### src/rtl/fetch_stage.sv
`default_nettype none
// ============================================================================
//  Module      : fetch_stage
//  Description : Instruction-fetch stage with IDLE/WAIT/HOLD request FSM,
//                a one-entry hold buffer for returns that arrive while decode
//                is stalled, a squash flag for redirects that overtake an
//                outstanding request, and the IF/ID pipeline register.
//                Optional macro FETCH_PERF_CNT_EN adds fetch/bubble counters.
//  Revision    : 1.0 - initial release
// ============================================================================
module fetch_stage #(
    parameter logic [31:0] RESET_PC = 32'h0000_0000
) (
    input  logic        clk,
    input  logic        rst_n,
    input  logic        stallF,
    input  logic        stallD,
    input  logic        flushD,
    input  logic        pcsrcD,
    input  logic [31:0] pcbranchD,
    output logic        imem_req,
    output logic [31:0] imem_addr,
    input  logic        imem_ack,
    input  logic [31:0] imem_rdata,
    output logic [31:0] instrD,
    output logic [31:0] pcplus4D,
    output logic        validD,
    output logic [4:0]  rsD,
    output logic [4:0]  rtD,
    output logic        fetch_busy
`ifdef FETCH_PERF_CNT_EN
    ,
    output logic [31:0] perf_fetch_cnt,
    output logic [31:0] perf_bubble_cnt
`endif
);

    typedef enum logic [1:0] {
        ST_IDLE = 2'd0,
        ST_WAIT = 2'd1,
        ST_HOLD = 2'd2
    } state_t;

    state_t      state_q,   state_d;
    logic [31:0] pc_q,      pc_d;
    logic        squash_q,  squash_d;
    logic [31:0] target_q,  target_d;
    logic [31:0] hold_q,    hold_d;
    logic [31:0] instr_q,   instr_d;
    logic [31:0] pcplus4_q, pcplus4_d;
    logic        valid_q,   valid_d;

    logic [31:0] pc_plus4;
    logic        load_valid;
    logic        load_bubble;
    logic [31:0] load_instr;
    logic [31:0] load_pcplus4;

    assign pc_plus4   = pc_q + 32'd4;
    assign imem_req   = (state_q == ST_WAIT);
    assign imem_addr  = pc_q;
    assign fetch_busy = (state_q == ST_WAIT) && !imem_ack;
    assign instrD     = instr_q;
    assign pcplus4D   = pcplus4_q;
    assign validD     = valid_q;
    assign rsD        = instr_q[25:21];
    assign rtD        = instr_q[20:16];

    // Next-state, PC, hold buffer and IF/ID update decisions
    always_comb begin
        state_d      = state_q;
        pc_d         = pc_q;
        squash_d     = squash_q;
        target_d     = target_q;
        hold_d       = hold_q;
        instr_d      = instr_q;
        pcplus4_d    = pcplus4_q;
        valid_d      = valid_q;
        load_valid   = 1'b0;
        load_bubble  = 1'b0;
        load_instr   = 32'd0;
        load_pcplus4 = 32'd0;

        case (state_q)
            ST_IDLE: begin
                if (pcsrcD) begin
                    pc_d    = pcbranchD;
                    state_d = ST_IDLE;
                end else if (!stallF) begin
                    state_d = ST_WAIT;
                end
            end

            ST_WAIT: begin
                if (imem_ack) begin
                    if (pcsrcD) begin
                        // Redirect arriving with the data: the data is wrong-path
                        pc_d        = pcbranchD;
                        squash_d    = 1'b0;
                        load_bubble = !stallD;
                        state_d     = stallF ? ST_IDLE : ST_WAIT;
                    end else if (squash_q) begin
                        // Earlier redirect was waiting for this return to drain
                        pc_d        = target_q;
                        squash_d    = 1'b0;
                        load_bubble = !stallD;
                        state_d     = stallF ? ST_IDLE : ST_WAIT;
                    end else if (!stallD) begin
                        load_valid   = 1'b1;
                        load_instr   = imem_rdata;
                        load_pcplus4 = pc_plus4;
                        pc_d         = pc_plus4;
                        state_d      = stallF ? ST_IDLE : ST_WAIT;
                    end else begin
                        // Decode cannot accept it yet; park it
                        hold_d  = imem_rdata;
                        pc_d    = pc_plus4;
                        state_d = ST_HOLD;
                    end
                end else begin
                    load_bubble = !stallD;
                    if (pcsrcD) begin
                        // Request stays in flight; remember where to go after it
                        target_d = pcbranchD;
                        squash_d = 1'b1;
                    end
                end
            end

            ST_HOLD: begin
                if (pcsrcD) begin
                    pc_d    = pcbranchD;
                    hold_d  = 32'd0;
                    state_d = ST_IDLE;
                end else if (!stallD) begin
                    // pc already advanced past the held word, so it is its pc+4
                    load_valid   = 1'b1;
                    load_instr   = hold_q;
                    load_pcplus4 = pc_q;
                    hold_d       = 32'd0;
                    state_d      = stallF ? ST_IDLE : ST_WAIT;
                end
            end

            default: begin
                state_d = ST_IDLE;
            end
        endcase

        // Flush wins over both a stall and any load
        if (flushD) begin
            load_valid  = 1'b0;
            load_bubble = 1'b1;
        end

        if (load_bubble) begin
            instr_d   = 32'd0;
            pcplus4_d = 32'd0;
            valid_d   = 1'b0;
        end else if (load_valid) begin
            instr_d   = load_instr;
            pcplus4_d = load_pcplus4;
            valid_d   = 1'b1;
        end
    end

    // State, PC, squash/target, hold buffer and IF/ID registers
    always_ff @(posedge clk or negedge rst_n) begin
        if (!rst_n) begin
            state_q   <= ST_IDLE;
            pc_q      <= RESET_PC;
            squash_q  <= 1'b0;
            target_q  <= 32'd0;
            hold_q    <= 32'd0;
            instr_q   <= 32'd0;
            pcplus4_q <= 32'd0;
            valid_q   <= 1'b0;
        end else begin
            state_q   <= state_d;
            pc_q      <= pc_d;
            squash_q  <= squash_d;
            target_q  <= target_d;
            hold_q    <= hold_d;
            instr_q   <= instr_d;
            pcplus4_q <= pcplus4_d;
            valid_q   <= valid_d;
        end
    end

`ifdef FETCH_PERF_CNT_EN
    logic [31:0] perf_fetch_q,  perf_fetch_d;
    logic [31:0] perf_bubble_q, perf_bubble_d;

    assign perf_fetch_cnt  = perf_fetch_q;
    assign perf_bubble_cnt = perf_bubble_q;

    // Count every IF/ID load, split by real instruction versus bubble
    always_comb begin
        perf_fetch_d  = perf_fetch_q;
        perf_bubble_d = perf_bubble_q;
        if (load_bubble) begin
            perf_bubble_d = perf_bubble_q + 32'd1;
        end else if (load_valid) begin
            perf_fetch_d = perf_fetch_q + 32'd1;
        end
    end

    // Performance counter registers
    always_ff @(posedge clk or negedge rst_n) begin
        if (!rst_n) begin
            perf_fetch_q  <= 32'd0;
            perf_bubble_q <= 32'd0;
        end else begin
            perf_fetch_q  <= perf_fetch_d;
            perf_bubble_q <= perf_bubble_d;
        end
    end
`endif

endmodule
`default_nettype wire

### config.mk
export PLATFORM = sky130hd
export DESIGN_NAME = fetch_stage
export DESIGN_NICKNAME = d
export VERILOG_FILES = /design/src/rtl/fetch_stage.sv
export SDC_FILE = /design/constraint.sdc
export NUM_CORES = 1
export LEC_CHECK = 0
export BUFFER_PORTS_ARGS = -buffer_cell sky130_fd_sc_hd__buf_2
export CAP_MARGIN = 15
export CORE_MARGIN = 2
export CORE_UTILIZATION = 35
export CTS_BUF_LIST = sky130_fd_sc_hd__clkbuf_4
export DETAILED_ROUTE_END_ITERATION = 7
export PLACE_DENSITY = 0.54
export RECOVER_POWER = 25
export SETUP_SLACK_MARGIN = 0.05
export SLEW_MARGIN = 20
export SYNTH_ARGS = -nofsm -noshare
export SYNTH_HDL_FRONTEND = slang
export SYNTH_SLANG_ARGS = --single-unit
export TNS_END_PERCENT = 20
### constraint.sdc
create_clock -name clk -period 3 [get_ports clk]
set_clock_uncertainty 0.05 [all_clocks]
set_input_delay 0.6 -clock clk [delete_from_list [all_inputs] [get_ports clk]]
set_output_delay 0.6 -clock clk [all_outputs]
set_load 0.1 [all_outputs]
== Word level (Yosys, flattened, before mapping) ==
Index checks and enable logic that the tools add are counted.

* Memories kept: 0
* Memory bits (writable): 0
* Bits in registers: 164
* Input bits: 71
* Output and inout bits: 109
* Memory bits (read-only): 0
* Bits in latches: 0

* $mul: 0
* Add/sub/neg operators: 1
* Multiplexer cells: 56
* Div/mod/pow operators: 0
* $lt $le $gt $ge: 0
* Eq/ne operators: 9
* Shift operators: 0
* Bitwise logic cells: 1
* Reductions and logical operators: 14

{| class="wikitable"
|+ Operators by type and width
! cell !! count
|-
| two-way mux 32 bit || 26
|-
| one-hot mux 32 bit (2 select lines) || 4
|-
| adder 32 x 3 -> 32 bit (second input constant) || 1
|-
| two-way mux 1 bit || 16
|-
| two-way mux 2 bit || 8
|-
| AND reduction 3 bit || 3
|-
| nonzero test 2 bit || 4
|-
| inequality test 2 bit (second input constant) || 3
|-
| inequality test 3 bit (second input constant) || 2
|-
| one-hot mux 2 bit (3 select lines) || 1
|-
| AND reduction 6 bit || 1
|-
| inequality test 2 x 1 -> 1 bit (second input constant) || 2
|-
| equality test 2 x 1 -> 1 bit (second input constant) || 1
|-
| equality test 2 bit (second input constant) || 1
|-
| logical NOT 1 bit || 2
|-
| logical NOT 2 bit || 1
|-
| one-hot mux 1 bit (2 select lines) || 1
|-
| AND reduction 2 bit || 1
|-
| OR reduction 2 bit || 1
|-
| logical AND 1 bit || 1
|-
| NOT 1 bit || 1
|}

== Depth between registers and ports, before layout ==
Gate-level depths: netlist of run 1.

* Word-level depth: 8
* Gate-level depth with buffers: 10

== Worst setup path before layout of run 1 ==
OpenSTA, ideal clock, no wires.

* Path type: reg-to-reg
* Start: register state_q[1]
* End: register target_q[0]
* Data required time: 2.825 ns
* Buffers on the path: 2
* Stages on the path, launching flop included: 9
* Arrival time: 3.118 ns
* Path slack: -0.292 ns
* Period minus slack after synthesis: 3.292 ns
* Path through: dfrtp_1 inv_1 ha_1 buf_2 nand2b_1 inv_1 nand2_1 buf_1 mux2_2

* Longest elaborated chain between the ends: 2

{| class="wikitable"
|+ RTL lines
! what !! line !! RTL
|-
| start, declared || 44 || <nowiki>state_t state_q, state_d;</nowiki>
|-
| start signal, assigned || 179 || <nowiki>state_q <= state_d;</nowiki>
|-
| equality test 2 x 1 -> 1 bit || n/a ||
|-
| net imem_req || 21 || <nowiki>output logic imem_req,</nowiki>
|-
| AND reduction 3 bit (no line) || n/a ||
|-
| end signal, assigned || 182 || <nowiki>target_q <= target_d;</nowiki>
|-
| end, declared || 47 || <nowiki>logic [31:0] target_q, target_d;</nowiki>
|}

The timed path passes the listed nets, and every way through them passes these cells.
A chain may end at the register's enable or synchronous reset.

== Final worst setup path of run 1 ==
* Start: register state_q[1]
* End: output port fetch_busy

* Longest elaborated chain between the ends: 2

{| class="wikitable"
|+ RTL lines
! what !! line !! RTL
|-
| equality test 2 x 1 -> 1 bit || 62 || <nowiki>assign fetch_busy = (state_q == ST_WAIT) && !imem_ack;</nowiki>
|-
| logical AND 1 bit || 62 ||
|-
| end, declared || 30 || <nowiki>output logic fetch_busy</nowiki>
|}

Every way passes these cells.

==> impl_results.md, run 1 <==
- Routed Antenna Nets: 0
- Global Route Usage Sum: 21.4%
- Chip Width: 162 µm
- Count of pins over their slew limit: 65
- Layout cells sized above 1: 28.5%
- Unrepaired setup endpoints after global routing: false
- Layout area overhead: 17.8%
- Tmin final: 2.70 ns
- CP required: 2.35 ns
- Largest net degree at the start of global routing: about 70
- Clock-pin slew on the worst setup and hold paths: 0.15 ns
- Worst reg2reg startpoint: state_q[0]
- Tcrit/Tclk final: 89.9%
- IO Port Bufs: 179
- Worst-Skew Late Latency: between 0.5 and 0.6 ns
- Slew @ Worst Pin: 1.89 ns
- Post-Synth XOR/XNOR Area: ~1.9%
- Hold path cells: 2
- Setup-failing EPs final: 0
- GRT overflow: 0
- Number of remaining DRC errors: 0
- P_leak: ~4.7 nW
- First drt pass iteration count: 5
- First-pass GRT wire length: 43900 µm
- Final worst slack: around 0.3 ns
- Multiplexer share of the synthesized area: approximately 6%
- HP Start: pcbranchD[6]
- Synth Flop Type: dfrtp_1
- Max Cap Viol: 1
- Fmax: 0.371 GHz
- Die height: 162 µm
- Synth Area in Compound Gates: approximately 18%
- Adder-cell share of the synthesized area: less than 1%
- Hold Vio Cnt, Final: 0
- Mapped cell area: 0.00870 mm²
- Ys async rst share: 100%
- Final GP Congestion: 0.856
- Area share of and/or/nand/nor cells after synthesis: between 20% and 30%
- HP Class: in -> reg
- Initial antenna violation count: 1
- TritonCTS buffer count: 17
- Failing checks: max-capacitance violations, max-slew violations
- Slew headroom: -26.0%
- Crit-path max FO: 10
- Synth cell types: 73
- Clock sinks: 164
- Post-Synthesis Cells: 922
- DR vias/cell: ~5.4
- H-tree depth: 4
- WL/cell: 19.5 µm
- Row count: 57
- Initial Util: 35.7%
- Crit path DAT: 2.05 ns
- Detailed placement HPWL: 19000 µm
- P per Cell Area: 944 mW/mm²
- Nature of the critical path startpoint: register
- Iteration-0 DRC Markers: 477
- Hold slack final: 0.224 ns
- Pre-CTS WS: ~0.40 ns
- Critical path type: reg -> out
- Final design utilization: a little over two fifths
- Status: complete, but fails checks
- Root Buffer: clkbuf_4
- Final wirelength: approximately 27000 µm
- Post-CTS setup buffers: 0
- Post-synth EDFFs: 0
- Worst VDD drop: 637 µV
- Crit. End Element: output port
- Setup TNS: 0 ns
- Max Root-Sink Buffers: 2
- Core ar.: about 0.024 mm²
- Worst r2r path cells: 9
- CTS tree: yes
- Register area share after synthesis: 47.2%
- Synthesized Nets: between 900 and 1000
- Die footprint: 0.0261 mm²
- Vias: roughly 7600
- Nets: 1142
- Syn avg cell area: 9.44 µm²
- Vias in the first global route: around 7600
- Synth warn: 0
- Worst setup path start: state_q[1]
- I/O Pins: 180
- Yosys reg bits: 164
- Main combinational cell family by area after synthesis: simple AND/OR/NAND/NOR gates
[flip-flops by register name, indices dropped and copies added (netlist names)]
register   flops
state_q        2
validD         1
target_q      32
hold_q        32
imem_addr     32
instrD        32
pcplus4D      32
squash_q       1
[stage by stage]
step	instances	instance area [µm²]	power, mW
detailed placement	1370	9960	8.34
CTS	1402	10300	9.72
floorplan	922	8710	7.18
global placement	1370	9960	8.29
global route	1403	10200	10.3
finish	1403	10200	9.67
[synth_stat cells (5+ instances only)]
cell type    n  area [µm²]
a21o_1       6        45.0
a21oi_1     37         185
a22oi_1     46         345
a31oi_1      6        37.5
and3_1      10        62.6
buf_1        9        33.8
buf_2       29         145
buf_4       15         113
clkbuf_1    36         135
dfrtp_1    164        4100
ha_1         5        62.6
inv_1       15        56.3
mux2_2      35         394
mux2i_1     12         120
nand2_1    161         604
nand2b_1     8        50.1
nand3_1     22         110
nand3b_1    33         248
nand4_1     10        62.6
nor2_1      32         120
nor2b_1      6        37.5
nor3_1      10        50.1
nor4_1       9        56.3
nor4_2       6        75.1
o21ai_0     73         365
o22ai_1     17         106
or3_1        6        37.5
or4_1        6        45.0
xnor2_1     14         123
xor2_1       5        43.8
[final cells by class]
class	count	area [µm²]
Fill cell	2448	14100
Multi-Input combinational cell	652	4150
Inverter	15	60.1
Timing Repair Buffer	216	1240
Clock inverter	13	150
Sequential cell	164	4110
Antenna cell	1	2.50
Clock buffer	18	135
Tap cell	324	405
[final timing paths]
check / endpoint / slack [ns]
max in group asynchronous: instrD[3] / 0.74
min: target_q[6] / 0.22
min reg2reg: hold_q[18] / 0.43
max: fetch_busy / 0.30
min in group asynchronous: target_q[4] / 1.00
max reg2reg: pcplus4D[19] / 0.32
[routing by layer]
metal / GRT usage, % / share of wire, %
met1: 30.3 / 46
met5: 0 / 0
met2: 34.3 / 48
met4: 5.83 / 1.5
met3: 3.37 / 4.3
[repair_timing]
item	in CTS	in global routing
gates resized for setup	0	1
hold buffers	1	0
endpoints found under the setup margin	0	1
endpoints found under the hold margin	62	0
[power by group]
part | total [mW] | switching [mW] | internal (mW)
clock network | 1.38 | 0.865 | 0.511
logic | 4.67 | 3.39 | 1.28
registers | 3.63 | 0.766 | 2.87
[critical path: stages (launching register included)]
cell	delay [ns]
dfrtp_1	0.46
inv_1	0.11
ha_2	0.30
nand2b_1	0.19
clkinvlp_4	0.12
clkbuf_4	0.32
[cell families after synthesis]
kind of cell / after synthesis
and+or+nand+nor: 342
AOI/OAI and AO/OA: 239
DFF: 164
buffers and inverters: 106
muxes: 47
xor gates and xnor gates: 19
adders and majority gates: 5
[cells in the final DEF, fill, tap and decap left out, types with 12 or more instances in the layout]
cell,netlist,routed
buf_2,29,177
dfrtp_1,164,163
nand2_1,161,161
o21ai_0,73,73
a22oi_1,46,46
a21oi_1,37,37
mux2_2,35,35
nand3b_1,33,33
nor2_1,32,32
buf_4,15,31
nand3_1,22,22
clkbuf_4,0,19
o22ai_1,17,17
xnor2_1,14,14
inv_1,15,14
mux2i_1,12,12
(Power assumes the default switching activity.)
==> inputs of run 2 (changes only) <==
--- a/config.mk
+++ b/config.mk
@@ -11,7 +11,7 @@
 export CORE_UTILIZATION = 35
 export CTS_BUF_LIST = sky130_fd_sc_hd__clkbuf_4
 export DETAILED_ROUTE_END_ITERATION = 7
-export PLACE_DENSITY = 0.54
+export PLACE_DENSITY = 0.63
 export RECOVER_POWER = 25
 export SETUP_SLACK_MARGIN = 0.05
 export SLEW_MARGIN = 20
==> run 2 against run 1 <==
Against the previous run: the flow still finishes with violations (max-capacitance violations, max-slew violations); highest routed layer unchanged; wire length shrank 1.6%; cell count is 0.14% higher; setup slack got worse by 0.080 ns; power shrank 0.45%; core utilization shrank 0.11 points; via count grew 1.1%; sequential share of layout area is 0.11 points higher; non-clock buffer count is 1 higher; first-iteration DRC count increased by 23%; combinational power up 1%; critical endpoint unchanged; die area unchanged.
==> impl_results.md, run 2 (synthesis gave the netlist of run 1 again) <==
- Crit-path max FO: 10 (unchanged)
- Initial Util: 35.7% (unchanged)
- Worst r2r path cells: 7 (-2)
- M2 GR Usage: 33.0% (-1.3 points)
- Cells after DPL: 1371 (+0.073%)
- Worst VDD drop: 683 µV (+7.2%)
- Global Route Usage Sum: 20.7% (-0.72 points)
- Layout area overhead: 17.5%
- Die footprint: 0.0261 mm² (unchanged)
- Final wirelength: 26900 µm (-1.6%)
- Chip Width: 162 µm (unchanged)
- Fmax: 0.360 GHz (-2.9%)
- Status: complete, but fails checks
- Vias in the first global route: 7551 (-0.63%)
- Worst stage delay on the critical path: 0.45 ns (about the same)
- Pint: 4.61 mW (-0.89%)
- Pre-CTS WS: 0.372 ns (-0.0305 ns)
- Tcrit/Tclk final: 92.5% (+2.7 points)
- Sequential Power Share: 37.4% (about the same)
- Nature of the critical path startpoint: register
- Comb power frac: 49.0% (+0.8 points)
- Met1 usage: 28.2% (-2.1 points)
- Buffers & Inverters on Critical Path: 3 (unchanged)
- Worst reg2reg startpoint: state_q[0]
- Count of pins over their slew limit: 55 (-15%)
- Fillcell total: 2488 (+1.6%)
- Row count: 57 (unchanged)
- HP Class: in -> reg
- Final GP Congestion: 0.894 (+4.4%)
- P_leak: 4.69 nW (about the same)
- Clock sinks: 164 (unchanged)
- First-pass GRT wire length: 42600 µm (-2.8%)
- P per Cell Area: 942 mW/mm² (-0.18%)
- Critical path type: reg -> out
- Nets: 1143 (+0.088%)
- Largest net degree at the start of global routing: 57 (-16%)
- CTS tree: yes
- CP required: 2.35 ns (about the same)
- R2r setup slk: 0.32 ns (about the same)
- Clock-pin slew on the worst setup and hold paths: 0.15 ns (about the same)
- Die height: 162 µm (unchanged)
- Max Root-Sink Buffers: 2 (unchanged)
- Clock share of power: 13.5% (-0.7 points)
- Delay-heaviest family, CP: buffers and inverters
- Worst-Skew Late Latency: 0.58 ns (+0.02 ns)
- Number of remaining DRC errors: 0 (unchanged)
- Vias: 7732 (+1.1%)
- Iteration-0 DRC Markers: 586 (+23%)
- Most frequent cells in the layout: buf_2, dfrtp_1, nand2_1
- Failing checks: max-capacitance violations, max-slew violations
- Core ar.: 0.0244 mm² (unchanged)
- Worst r2r dst: pcplus4D[15]
- Slew headroom: -2.56% (+23 points)
- Switch Pwr: 5.02 mW (about the same)
- Final worst slack: 0.224 ns (-0.0800 ns)
- Unrepaired setup endpoints after global routing: false
- I/O Pins: 180 (unchanged)
- Hold Path Sink: hold_q[7]
- Commonest non-fill, non-tap cell in the layout: buf_2
- GRT Max-Usage Layer: met2
- Max Cap Viol: 1 (unchanged)
- Crit path DAT: 2.13 ns (+0.08 ns)
- WL/cell: 19.1 µm (-1.7%)
- Switch share: 52.1% (+0.21 points)
- Setup TNS: 0 ns (unchanged)
- Detailed placement HPWL: 18700 µm (-1.6%)
- Crit. End Element: output port
- Root Buffer: clkbuf_4
- Setup-failing EPs final: 0 (unchanged)
- HP Start: imem_rdata[7]
- IO Port Bufs: 179 (unchanged)
- DR vias/cell: 5.50 (+0.98%)
- Initial antenna violation count: 1 (unchanged)
- Layout Cells excl Fill: 1405 (+0.14%)
- CP Cell Sequence: inv_1 -> ha_2 -> nand2b_1 -> clkinvlp_4 -> buf_2
- Hold path cells: 3 (+1)
- Slew @ Worst Pin: 1.54 ns (-0.351 ns)
- GRT overflow: 0 (unchanged)
- Hold slack final: 0.209 ns (-0.0151 ns)
- Hold Vio Cnt, Final: 0 (unchanged)
- Routed Antenna Nets: 0 (unchanged)
- Tmin final: 2.78 ns (+0.0800 ns)
- Crit-path slowest cell: dfrtp_1
- Met3 usage: 4.32% (+0.94 points)
- Layout cells sized above 1: 28.6% (+0.13 points)
- First drt pass iteration count: 5 (unchanged)
- TritonCTS buffer count: 17 (unchanged)
- H-tree depth: 4 (unchanged)
run 2: cell type report:
| cell class | count | area (µm²) | area share, % |
|---|---|---|---|
| Antenna cell | 1 | 2.50 | 0.0245 |
| Clock buffer | 19 | 143 | 1.40 |
| Clock inverter | 13 | 125 | 1.22 |
| Inverter | 15 | 60.1 | 0.588 |
| Multi-Input combinational cell | 652 | 4150 | 40.6 |
| Sequential cell | 164 | 4110 | 40.2 |
| Tap cell | 324 | 405 | 3.97 |
| Timing Repair Buffer | 217 | 1230 | 12.0 |
run 2: worst max-delay path by stage:
| stage | to | slack [ns] | cells after the start | startpoint |
|---|---|---|---|---|
| 2_1_floorplan | target_q[0] | 0.13 | 7 | state_q[0] |
| 3_3_place_gp | pcplus4D[15] | 0.37 | 6 | state_q[1] |
| 3_5_place_dp | pcplus4D[15] | 0.37 | 7 | state_q[0] |
| 4_1_cts | fetch_busy | 0.17 | 5 | state_q[1] |
| 5_1_grt | fetch_busy | 0.06 | 5 | state_q[1] |
| 6_report | fetch_busy | 0.22 | 5 | state_q[1] |
run 2: worst register-to-register path: stages (launching register included):
cell and delay (ns):
dfrtp_1 0.48, inv_1 0.11, ha_1 0.38, and4bb_1 0.49, a31oi_1 0.17, or2_1 0.34
or4_1 0.49, o311ai_1 0.11
run 2: power by group through the flow:
stage | registers (mW) | logic (mW) | clock network (mW)
after detailed placement | 3.64 | 4.72 | 0
after CTS | 3.59 | 4.73 | 1.35
after global routing | 3.71 | 5.05 | 1.44
final | 3.61 | 4.72 | 1.30
after global placement | 3.62 | 4.65 | 0
after floorplan | 4.92 | 2.26 | 0
run 2: repair_timing:
action | 4_1_cts | 5_1_grt
setup buffers | 0 | 0
hold buffers | 1 | 0
endpoints found under the hold margin | 53 | 0
setup endpoints to repair | 0 | 0
resized for setup | 0 | 0
run 2: metrics by stage:
| step | power (mW) | utilization, % | cell area [µm²] |
|---|---|---|---|
| final | 9.63 | 41.9 | 10200 |
| after global routing | 10.2 | 41.9 | 10200 |
| after CTS | 9.66 | 42.0 | 10200 |
| after detailed placement | 8.35 | 40.8 | 9960 |
| after global placement | 8.27 | 40.8 | 9960 |
| after floorplan | 7.18 | - | 8710 |
run 2: routing by layer:
metal	share of wire, %	vias to the layer above
met1	44	3849
met3	5.7	38
li1	-	3593
met5	0	-
met2	48	252
met4	2.3	0
==> inputs of run 3 (changes only) <==
--- a/config.mk
+++ b/config.mk
@@ -6,12 +6,12 @@
 export NUM_CORES = 1
 export LEC_CHECK = 0
 export BUFFER_PORTS_ARGS = -buffer_cell sky130_fd_sc_hd__buf_2
-export CAP_MARGIN = 15
+export CAP_MARGIN = 40
 export CORE_MARGIN = 2
 export CORE_UTILIZATION = 35
 export CTS_BUF_LIST = sky130_fd_sc_hd__clkbuf_4
 export DETAILED_ROUTE_END_ITERATION = 7
-export PLACE_DENSITY = 0.63
+export PLACE_DENSITY = 0.65
 export RECOVER_POWER = 25
 export SETUP_SLACK_MARGIN = 0.05
 export SLEW_MARGIN = 20
==> constraint.sdc (replaced) <==
create_clock -name clk -period 2.4 [get_ports clk]
set_clock_uncertainty 0.05 [all_clocks]
set_input_delay 0.48 -clock clk [delete_from_list [all_inputs] [get_ports clk]]
set_output_delay 0.48 -clock clk [all_outputs]
set_load 0.1 [all_outputs]
==> run 3 against run 2 <==
Against the previous run: first-iteration DRC count is 22% higher; sequential share of layout area is 1.6 points lower; sequential power is 24% higher; wire length is 4.7% higher; critical path type unchanged; global-route usage is 0.75 points higher; non-clock buffer count is 37 higher; the run now ends clean.
==> impl_results.md, run 3 (synthesis gave the netlist of run 1 again) <==
- Fillcell total: 2423 (-2.6%)
- Crit-path max FO: 7 (-3)
- Chip Width: 162 µm (unchanged)
- Setup-failing EPs final: 0 (unchanged)
- H-tree depth: 4 (unchanged)
- IO Port Bufs: 179 (unchanged)
- WL/cell: 19.5 µm (+2.0%)
- HP Class: in -> reg
- Detailed placement HPWL: 19900 µm (+6.4%)
- Most frequent cells in the layout: buf_2, nand2_1, dfrtp_1
- Status: finished, final reports clean
- Hold Vio Cnt, Final: 0 (unchanged)
- Layout cells sized above 1: 34.0% (+5.4 points)
- CP Cell Sequence: buf_6 -> ha_4 -> nand2b_4 -> clkinvlp_4 -> buf_12
- CTS tree: yes
- Unrepaired setup endpoints after global routing: true
- Worst r2r path cells: 9 (+2)
- Layout area overhead: 23.3%
- Final GP Congestion: 0.891 (-0.35%)
- Row count: 57 (unchanged)
- Vias: 8039 (+4.0%)
- GRT overflow: 0 (unchanged)
- Buffers & Inverters on Critical Path: 3 (unchanged)
- Cells after DPL: 1402 (+2.3%)
- Vias in the first global route: 7819 (+3.5%)
- Fmax: between 0.4 and 0.5 GHz
- Crit-path slowest cell: dfrtp_2
- Nets: 1180 (+3.2%)
- Max Root-Sink Buffers: 2 (unchanged)
- P_leak: 4.92 nW (+4.8%)
- First-pass GRT wire length: 43900 µm (+3.0%)
- Tmin final: 2.31 ns
- I/O Pins: 180 (unchanged)
- First drt pass iteration count: 6 (+1)
- Max Cap Viol: 0 (-1)
- Clock-pin slew on the worst setup and hold paths: 0.16 ns (about the same)
- Worst reg2reg startpoint: state_q[1]
- Hold path cells: 3 (unchanged)
- Pre-CTS WS: 0.00763 ns (-0.364 ns)
- Final wirelength: 28100 µm (+4.7%)
- Commonest non-fill, non-tap cell in the layout: buf_2
- Number of remaining DRC errors: 0 (unchanged)
- Largest net degree at the start of global routing: 47 (-18%)
- Nature of the critical path startpoint: register
- Routed Antenna Nets: 0 (unchanged)
- Clock sinks: 164 (unchanged)
- P per Cell Area: 1190 mW/mm² (+26%)
- TritonCTS buffer count: 17 (unchanged)
- Slew headroom: 13.7% (+16 points)
- Global Route Usage Sum: 21.4% (+0.75 points)
- Tcrit/Tclk final: 96.2%
- Crit. End Element: output port
- Worst stage delay on the critical path: 0.48 ns (+0.03 ns)
- Critical path type: reg -> out
- Layout Cells excl Fill: 1443 (+2.7%)
- Die footprint: 0.0261 mm² (unchanged)
- Initial antenna violation count: 1 (unchanged)
- Die height: 162 µm (unchanged)
- Slew @ Worst Pin: 1.29 ns (-0.243 ns)
- Root Buffer: clkbuf_4
- Delay-heaviest family, CP: flip-flops
- Worst r2r dst: pcplus4D[11]
- Hold Path Sink: hold_q[23]
- Core ar.: 0.0244 mm² (unchanged)
- Iteration-0 DRC Markers: 714 (+22%)
- Worst-Skew Late Latency: 0.60 ns (+0.02 ns)
- CP required: 1.87 ns (-0.48 ns)
- Crit path DAT: 1.78 ns (-0.35 ns)
- Count of pins over their slew limit: 0 (-100%)
- HP Start: imem_rdata[23]
- DR vias/cell: 5.57 (+1.2%)
- Final worst slack: 0.0920 ns (-0.132 ns)
- Initial Util: 35.7% (unchanged)
- Worst VDD drop: 1090 µV (+60%)
- R2r setup slk: 0.13 ns (-0.19 ns)
-- run 3: cell types whose count changed in the layout (fill, tap and decap cells not counted), moves of 7 or more --
cell	change
dfrtp_2	+23
buf_4	+29
dfrtp_1	-25
buf_12	+7
-- run 3: area by class of cell --
type,count,area [µm²],share of cell area [%]
inverters,15,60.1,0.560
well taps,324,405,3.78
flip-flops and latches,164,4140,38.6
repair buffers,254,1610,15.0
clock buffers,19,143,1.33
diodes,2,5.00,0.0466
multi-input cells,652,4220,39.3
clock inverters,13,148,1.38
-- run 3: worst max-delay path by stage --
stage,from,end,slack [ns],depth (start not counted)
2_1_floorplan,imem_addr[9],imem_addr[18],-0.03,7
3_3_place_gp,state_q[0],pcplus4D[15],0.13,7
3_5_place_dp,state_q[0],pcplus4D[15],0.008,7
4_1_cts,state_q[0],fetch_busy,-0.02,5
5_1_grt,state_q[1],fetch_busy,0.004,5
6_report,state_q[0],fetch_busy,0.09,5
-- run 3: timing repair --
item,in CTS,in global routing
setup endpoints to repair,4,62
pin swaps,0,1
setup buffers,0,6
endpoints found under the hold margin,42,0
hold buffers,1,0
resized for setup,3,11
-- run 3: worst min-delay path, stage by stage --
cell	delay [ns]
buf_2	0.09
nand3b_1	0.06
nand2_1	0.06
-- run 3: layer usage --
layer | part of all wire (%) | GRT usage [%]
met5 | 0 | 0
met4 | 2.5 | 7.56
met3 | 6.3 | 4.34
met2 | 47 | 33.5
met1 | 44 | 29.8
-- run 3: metrics by stage --
| stage | util (%) | total power [mW] | TNS (ns) | instance area (µm²) | hold slack (ns) |
|---|---|---|---|---|---|
| finish | 44.0 | 12.7 | 0 | 10700 | 0.0636 |
| global route | 44.0 | 13.4 | 0 | 10700 | 0.0206 |
| floorplan | - | 9.08 | -0.0320 | 8790 | 0.134 |
| global placement | 42.4 | 10.8 | 0 | 10300 | 0.398 |
| CTS | 43.6 | 12.6 | -0.0189 | 10600 | 0.0354 |
| detailed placement | 42.4 | 10.9 | 0 | 10300 | 0.406 |
-- run 3: where the power goes --
part / internal, mW / total (mW) / switching, mW
registers: 3.64 / 4.47 / 0.832
logic: 1.95 / 6.51 / 4.56
clock network: 0.656 / 1.74 / 1.09
